<file path="config.mk">
export PLATFORM = sky130hd
export DESIGN_NAME = id_ex_stage
export DESIGN_NICKNAME = d
export VERILOG_FILES = /design/src/rtl/id_ex_stage.sv
export SDC_FILE = /design/constraint.sdc
export NUM_CORES = 1
export LEC_CHECK = 0
export BUFFER_PORTS_ARGS = -buffer_cell sky130_fd_sc_hd__buf_4
export CORE_MARGIN = 3
export CORE_UTILIZATION = 40
export DETAILED_ROUTE_END_ITERATION = 16
export HOLD_SLACK_MARGIN = 0.15
export PLACE_DENSITY = 0.79
export SLEW_MARGIN = 0
export SYNTH_ARGS = -nofsm -noshare
export SYNTH_HDL_FRONTEND = slang
export SYNTH_SLANG_ARGS = --single-unit
</file>
<file path="constraint.sdc">
create_clock -name clk -period 2.1 [get_ports clk]
set_clock_uncertainty 0.1 [all_clocks]
set_input_delay 0 -clock clk [delete_from_list [all_inputs] [get_ports clk]]
set_output_delay 0 -clock clk [all_outputs]
set_load 0.01 [all_outputs]
</file>
<file path="src/rtl/id_ex_stage.sv">
// id_ex_stage
// ---------------------------------------------------------------------------
// ID/EX pipeline register of a 5-stage MIPS pipeline. It sits directly
// upstream of ALU control and the ALU. It also owns the load-use hazard
// detector, bubble insertion, flush and hold handling, and a saturating
// debug counter of hazard bubbles.
//
// Ports
//   clk, rst              clock; synchronous active-high reset
//   id_valid              ID holds a real instruction
//   id_rs/rt/rd_addr      register address fields from ID
//   id_rs/rt_data, id_imm register-file operands and sign-extended immediate
//   id_funct, id_alu_op   funct field and ALU op class (0 add, 1 sub, 2 R)
//   id_ctrl               {branch, mem_to_reg, reg_write, mem_write,
//                          mem_read, alu_src, reg_dst}
//   ex_stall              downstream cannot advance: hold everything
//   flush                 squash the instruction entering EX
//   ex_* / ctrl_*         registered copies presented to EX and ALU control
//   stall_upstream        combinational: hold PC and IF/ID this cycle
//   bubble_cnt            saturating count of load-use bubbles
// ---------------------------------------------------------------------------
module id_ex_stage #(
  parameter int DATA_W = 32,
  parameter int REG_AW = 5,
  parameter int CNT_W  = 16
) (
  input  logic              clk,
  input  logic              rst,
  input  logic              id_valid,
  input  logic [REG_AW-1:0] id_rs_addr,
  input  logic [REG_AW-1:0] id_rt_addr,
  input  logic [REG_AW-1:0] id_rd_addr,
  input  logic [DATA_W-1:0] id_rs_data,
  input  logic [DATA_W-1:0] id_rt_data,
  input  logic [DATA_W-1:0] id_imm,
  input  logic [5:0]        id_funct,
  input  logic [1:0]        id_alu_op,
  input  logic [6:0]        id_ctrl,
  input  logic              ex_stall,
  input  logic              flush,
  output logic              ex_valid,
  output logic [1:0]        ctrl_alu_op_id_ex,
  output logic [5:0]        ctrl_funct,
  output logic [6:0]        ex_ctrl,
  output logic [REG_AW-1:0] ex_rs_addr,
  output logic [REG_AW-1:0] ex_rt_addr,
  output logic [REG_AW-1:0] ex_rd_addr,
  output logic [DATA_W-1:0] ex_rs_data,
  output logic [DATA_W-1:0] ex_rt_data,
  output logic [DATA_W-1:0] ex_imm,
  output logic              stall_upstream,
  output logic [CNT_W-1:0]  bubble_cnt
);

  // Bit position of mem_read inside the control bundle.
  localparam int MEM_READ_BIT = 2;

  logic              valid_q,  valid_d;
  logic [1:0]        alu_op_q, alu_op_d;
  logic [5:0]        funct_q,  funct_d;
  logic [6:0]        ctrl_q,   ctrl_d;
  logic [REG_AW-1:0] rs_addr_q, rs_addr_d;
  logic [REG_AW-1:0] rt_addr_q, rt_addr_d;
  logic [REG_AW-1:0] rd_addr_q, rd_addr_d;
  logic [DATA_W-1:0] rs_data_q, rs_data_d;
  logic [DATA_W-1:0] rt_data_q, rt_data_d;
  logic [DATA_W-1:0] imm_q,     imm_d;
  logic [CNT_W-1:0]  cnt_q,     cnt_d;

  logic load_use;

  // Conservative: rt is compared even for instructions that do not read it.
  // $0 never creates a dependency since it is hard-wired to zero.
  assign load_use = id_valid & valid_q & ctrl_q[MEM_READ_BIT]
                  & (rt_addr_q != '0)
                  & ((rt_addr_q == id_rs_addr) | (rt_addr_q == id_rt_addr));

  // A flushed slot is replaced anyway, so a hazard against it is irrelevant.
  assign stall_upstream = ex_stall | (load_use & ~flush);

  always_comb begin
    valid_d   = valid_q;
    alu_op_d  = alu_op_q;
    funct_d   = funct_q;
    ctrl_d    = ctrl_q;
    rs_addr_d = rs_addr_q;
    rt_addr_d = rt_addr_q;
    rd_addr_d = rd_addr_q;
    rs_data_d = rs_data_q;
    rt_data_d = rt_data_q;
    imm_d     = imm_q;
    cnt_d     = cnt_q;

    if (ex_stall) begin
      // hold: defaults already keep every register
    end else if (flush || load_use) begin
      // Bubble: all-zero slot. alu_op 0 decodes to ADD and ctrl 0 writes
      // nothing, so the bubble has no architectural effect.
      valid_d   = 1'b0;
      alu_op_d  = '0;
      funct_d   = '0;
      ctrl_d    = '0;
      rs_addr_d = '0;
      rt_addr_d = '0;
      rd_addr_d = '0;
      rs_data_d = '0;
      rt_data_d = '0;
      imm_d     = '0;
      // Only hazard bubbles are counted; flush has priority over load_use.
      if (!flush && (cnt_q != '1)) begin
        cnt_d = cnt_q + CNT_W'(1);
      end
    end else begin
      valid_d   = id_valid;
      alu_op_d  = id_alu_op;
      funct_d   = id_funct;
      // Raw fields pass through for a non-valid slot, but control is
      // forced to zero so it can never write state.
      ctrl_d    = id_valid ? id_ctrl : 7'd0;
      rs_addr_d = id_rs_addr;
      rt_addr_d = id_rt_addr;
      rd_addr_d = id_rd_addr;
      rs_data_d = id_rs_data;
      rt_data_d = id_rt_data;
      imm_d     = id_imm;
    end
  end

  always_ff @(posedge clk) begin
    if (rst) begin
      valid_q   <= 1'b0;
      alu_op_q  <= '0;
      funct_q   <= '0;
      ctrl_q    <= '0;
      rs_addr_q <= '0;
      rt_addr_q <= '0;
      rd_addr_q <= '0;
      rs_data_q <= '0;
      rt_data_q <= '0;
      imm_q     <= '0;
      cnt_q     <= '0;
    end else begin
      valid_q   <= valid_d;
      alu_op_q  <= alu_op_d;
      funct_q   <= funct_d;
      ctrl_q    <= ctrl_d;
      rs_addr_q <= rs_addr_d;
      rt_addr_q <= rt_addr_d;
      rd_addr_q <= rd_addr_d;
      rs_data_q <= rs_data_d;
      rt_data_q <= rt_data_d;
      imm_q     <= imm_d;
      cnt_q     <= cnt_d;
    end
  end

  assign ex_valid          = valid_q;
  assign ctrl_alu_op_id_ex = alu_op_q;
  assign ctrl_funct        = funct_q;
  assign ex_ctrl           = ctrl_q;
  assign ex_rs_addr        = rs_addr_q;
  assign ex_rt_addr        = rt_addr_q;
  assign ex_rd_addr        = rd_addr_q;
  assign ex_rs_data        = rs_data_q;
  assign ex_rt_data        = rt_data_q;
  assign ex_imm            = imm_q;
  assign bubble_cnt        = cnt_q;

endmodule
</file>
==> out/metrics.cfg <==
[outcome]
status=complete, but fails checks
violations=negative setup slack

[critical_path]
worstPathArrival_ns=2.35
crit_path_end=bubble_cnt[0]$_SDFFE_PP0P_
reg2reg_from=ex_rt_addr[1]$_SDFFE_PP0N_
startpoint=ex_rt_addr[1]$_SDFFE_PP0N_
crit_slowest_cell=nor4_1
cp_max_fo=11
crit_chain=buf_4, xor2_1, nor2_1, a22oi_1, buf_4, nor4_1, buf_4, mux2_2
r2r-end=bubble_cnt[0]$_SDFFE_PP0P_
cp_top_family=buffers and inverters
end_kind=flop
critPathBufInv=3
path_class=flop to flop
cp-start-kind=flop
crit_path_frequent_cell=buf_4
max_stage_delay_ns=0.38
r2r_setup_slack_ns=-0.05
reg2regPathDepth=8
worstPathRequired_ns=2.30
cp.depth=8

[timing]
finalCriticalPeriod_ns=2.15
clock.fmax_mhz=466
setup_viol=1
rsz0062_at_grt=yes
worst_pin_slew_ns=0.612
hold_viol_final=0
slew_violations=0
slew_headroom=0.592
fin_crit_sh=1.02
layout_setup_ws_ns=-0.0467

[cells_and_area]
final_util=0.788
areaGrowthSynthToFinish_pct=88.0
postLayoutCellArea_um2=9200
drive_gt1_frac=0.436
fin_nets=964

[power_and_ir_drop]
power.density_nw_per_um2=719
power_frac_clock=0.435
combPwrFrac=0.130
sw_frac_of_total=0.239
pwr-share-seq=0.435
peakVddDrop_v=0.000483
switchingPower_mw=1.58
internal-power_mw=5.03
power.total_mw=6.61
p_leak_nw=4.22

[yosys]
avgSynthCellArea_um2=11.9
syn_area_um2=4890
ys_ff_latch=143
yosysWarnings=0
ys_seq_area_frac=0.585
syn_inst=411
async_flop_share=0
ys_types=39
synth_fp_nets=543
synth_edf_count=0
ys.flop_type=dfxtp_1

[detailed_routing]
avgViaCountPerCell=5.40
vias=5350
post_drt_wl_per_cell_um=20.0
dr.first_iter.drc_count=357
ant_nets=0
drcViolationCount=0
routed_wl_um=19800
first_pass_iters=4

[floorplan]
dieArea_um2=13600
initial_core_util=0.419
dieWidth_um=117
core-area_um2=11700
fp-row-count=39
die_y_um=117
pin_count=275

[clocking]
htree_levels=4
cts_root_buf=clkbuf_16
cts_max_path_buffers=2
path_clk_slew_ns=0.06
clock-sinks=143
cts_tree=done
cts_buffers=17
insertion_delay_ns=0.41

[global_routing]
antenna_found_initial=2
grt_pass1_wl_um=28600
grt_pass1_vias=5572
grt_use_total=0.272
grt-ovfl-total=0
grt_max_degree=128

[placed_design]
port_buffers=274
gp_congestion=0.842
hpwl_um=10900
pre_cts_slack_ns=-0.0496
dpl_cell_area_um2=7240

[min_path]
hold_class=input port to flop

[flow_run]
cap_violations=0

[area by class of cell]
type                       count  area (um^2)
antenna                        2         5.00
inverter                       2         7.51
tap                          143          179
timing repair buffer         437         3650
sequential                   143         2870
multi-input combinational    231         1910
clock inverter                13          113
clock buffer                  19          453
fill                         643         2470
[Yosys cell counts, types with 2 or more instances]
| cell type | count | area share |
|---|---|---|
| nor2_1 | 15 | 0.012 |
| nor4_1 | 5 | 0.0064 |
| dfxtp_1 | 143 | 0.59 |
| xor2_1 | 10 | 0.018 |
| clkbuf_1 | 20 | 0.015 |
| nand2b_1 | 2 | 0.0026 |
| o31ai_1 | 7 | 0.011 |
| nand2_1 | 2 | 0.0015 |
| nor2b_1 | 8 | 0.010 |
| a22o_1 | 120 | 0.21 |
| inv_1 | 2 | 0.0015 |
| a32o_1 | 7 | 0.014 |
| mux2_2 | 8 | 0.018 |
| or4_4 | 2 | 0.0046 |
| nor3_1 | 3 | 0.0031 |
| or4_1 | 6 | 0.0092 |
| o21ai_0 | 2 | 0.0020 |
| o2111ai_1 | 3 | 0.0054 |
| a21oi_1 | 7 | 0.0072 |
| and3_1 | 2 | 0.0026 |
| buf_4 | 4 | 0.0061 |
| nand4_1 | 4 | 0.0051 |
| and4_1 | 2 | 0.0036 |
| nand3_1 | 3 | 0.0031 |
| buf_2 | 10 | 0.010 |
[kinds of logic after synthesis]
logic type | Yosys count | synth area share
fa+ha+maj | 1 | 0.00256
flops | 143 | 0.585
mux | 9 | 0.0205
buf+inv | 37 | 0.0343
xor+xnor | 10 | 0.0179
simple gates | 61 | 0.0744
compound gates | 150 | 0.265
[layout by cell type, fill, tap and decap left out, types with 3 or more instances in the layout]
cell type      count
xor2_1            10
clkbuf_16         17
a22o_1           120
dfxtp_1          137
a21oi_1            5
o31ai_1            6
mux2_2             8
o2111ai_1          3
or4_4              3
nor4_1             3
a32o_1             7
clkinvlp_4         3
nand3_1            3
nor3_1             3
nor2_1            14
nor2b_1            8
dlygate4sd3_1    130
nand4_1            4
dfxtp_2            6
buf_4            303
inv_6              3
or4_1              5
clkinv_2           5
[power by group through the flow]
stage / Clock (mW) / Sequential, mW / Combinational (mW)
after floorplan: 0 / 2.96 / 0.187
after global placement: 0 / 2.92 / 0.614
after detailed placement: 0 / 2.92 / 0.630
after CTS: 2.91 / 2.87 / 0.832
after global routing: 3.02 / 2.88 / 0.908
final: 2.87 / 2.88 / 0.863
[what timing repair did]
action / 4_1_cts / 5_1_grt
endpoints found under the hold margin: 143 / 0
pin swaps: 0 / 15
gates resized for setup: 5 / 11
setup endpoints to repair: 3 / 49
setup buffers: 2 / 2
hold buffers: 131 / 0
[state kept, by name, indices dropped and copies added, names as in the netlist]
signal and cells:
ctrl_alu_op_id_ex 2, bubble_cnt 16, ex_rd_addr 5, ex_rs_addr 5
ex_imm 32, ex_rs_data 32, ex_ctrl 7, ex_rt_addr 5
ex_rt_data 32, ctrl_funct 6, ex_valid 1
[through the flow]
step                      hold slack [ns]  TNS (ns)  std cells
after floorplan                  -0.00741         0        411
after global placement              0.116         0        822
after detailed placement            0.120   -0.0779        822
after CTS                           0.217         0        987
after global routing                0.252    -0.224        990
final                               0.242   -0.0467        990
[worst min path at each step]
stage                   startpoint                          end  slack [ns]  cells past startpoint
detailed placement   id_rt_data[8]   ex_rt_data[8]$_SDFFE_PP0N_        0.12                      2
global route        id_rs_data[16]  ex_rs_data[16]$_SDFFE_PP0N_        0.25                      3
finish                   id_imm[2]       ex_imm[2]$_SDFFE_PP0N_        0.24                      3
floorplan                    flush               stall_upstream      -0.007                      1
CTS                 id_rt_data[24]  ex_rt_data[24]$_SDFFE_PP0N_        0.22                      3
global placement    id_rt_data[28]  ex_rt_data[28]$_SDFFE_PP0N_        0.12                      2
[per-layer routing]
metal | track usage | vias up | wire, um
li1 | - | 2436 | -
met3 | 0.0705 | 72 | 1350
met2 | 0.498 | 292 | 10500
met4 | 0.150 | 0 | 806
met5 | 0 | - | 0
met1 | 0.281 | 2550 | 7200
[worst reg2reg max path: cells and delay by family (launching register included)]
kind                      cells  cell delay (ns)
muxes                         1             0.32
xor gates and xnor gates      1             0.15
DFF                           1             0.33
buffers and inverters         3             0.52
AOI/OAI and AO/OA             1             0.11
and+or+nand+nor               2             0.51
Note: power is estimated with default switching activity, not from simulation.
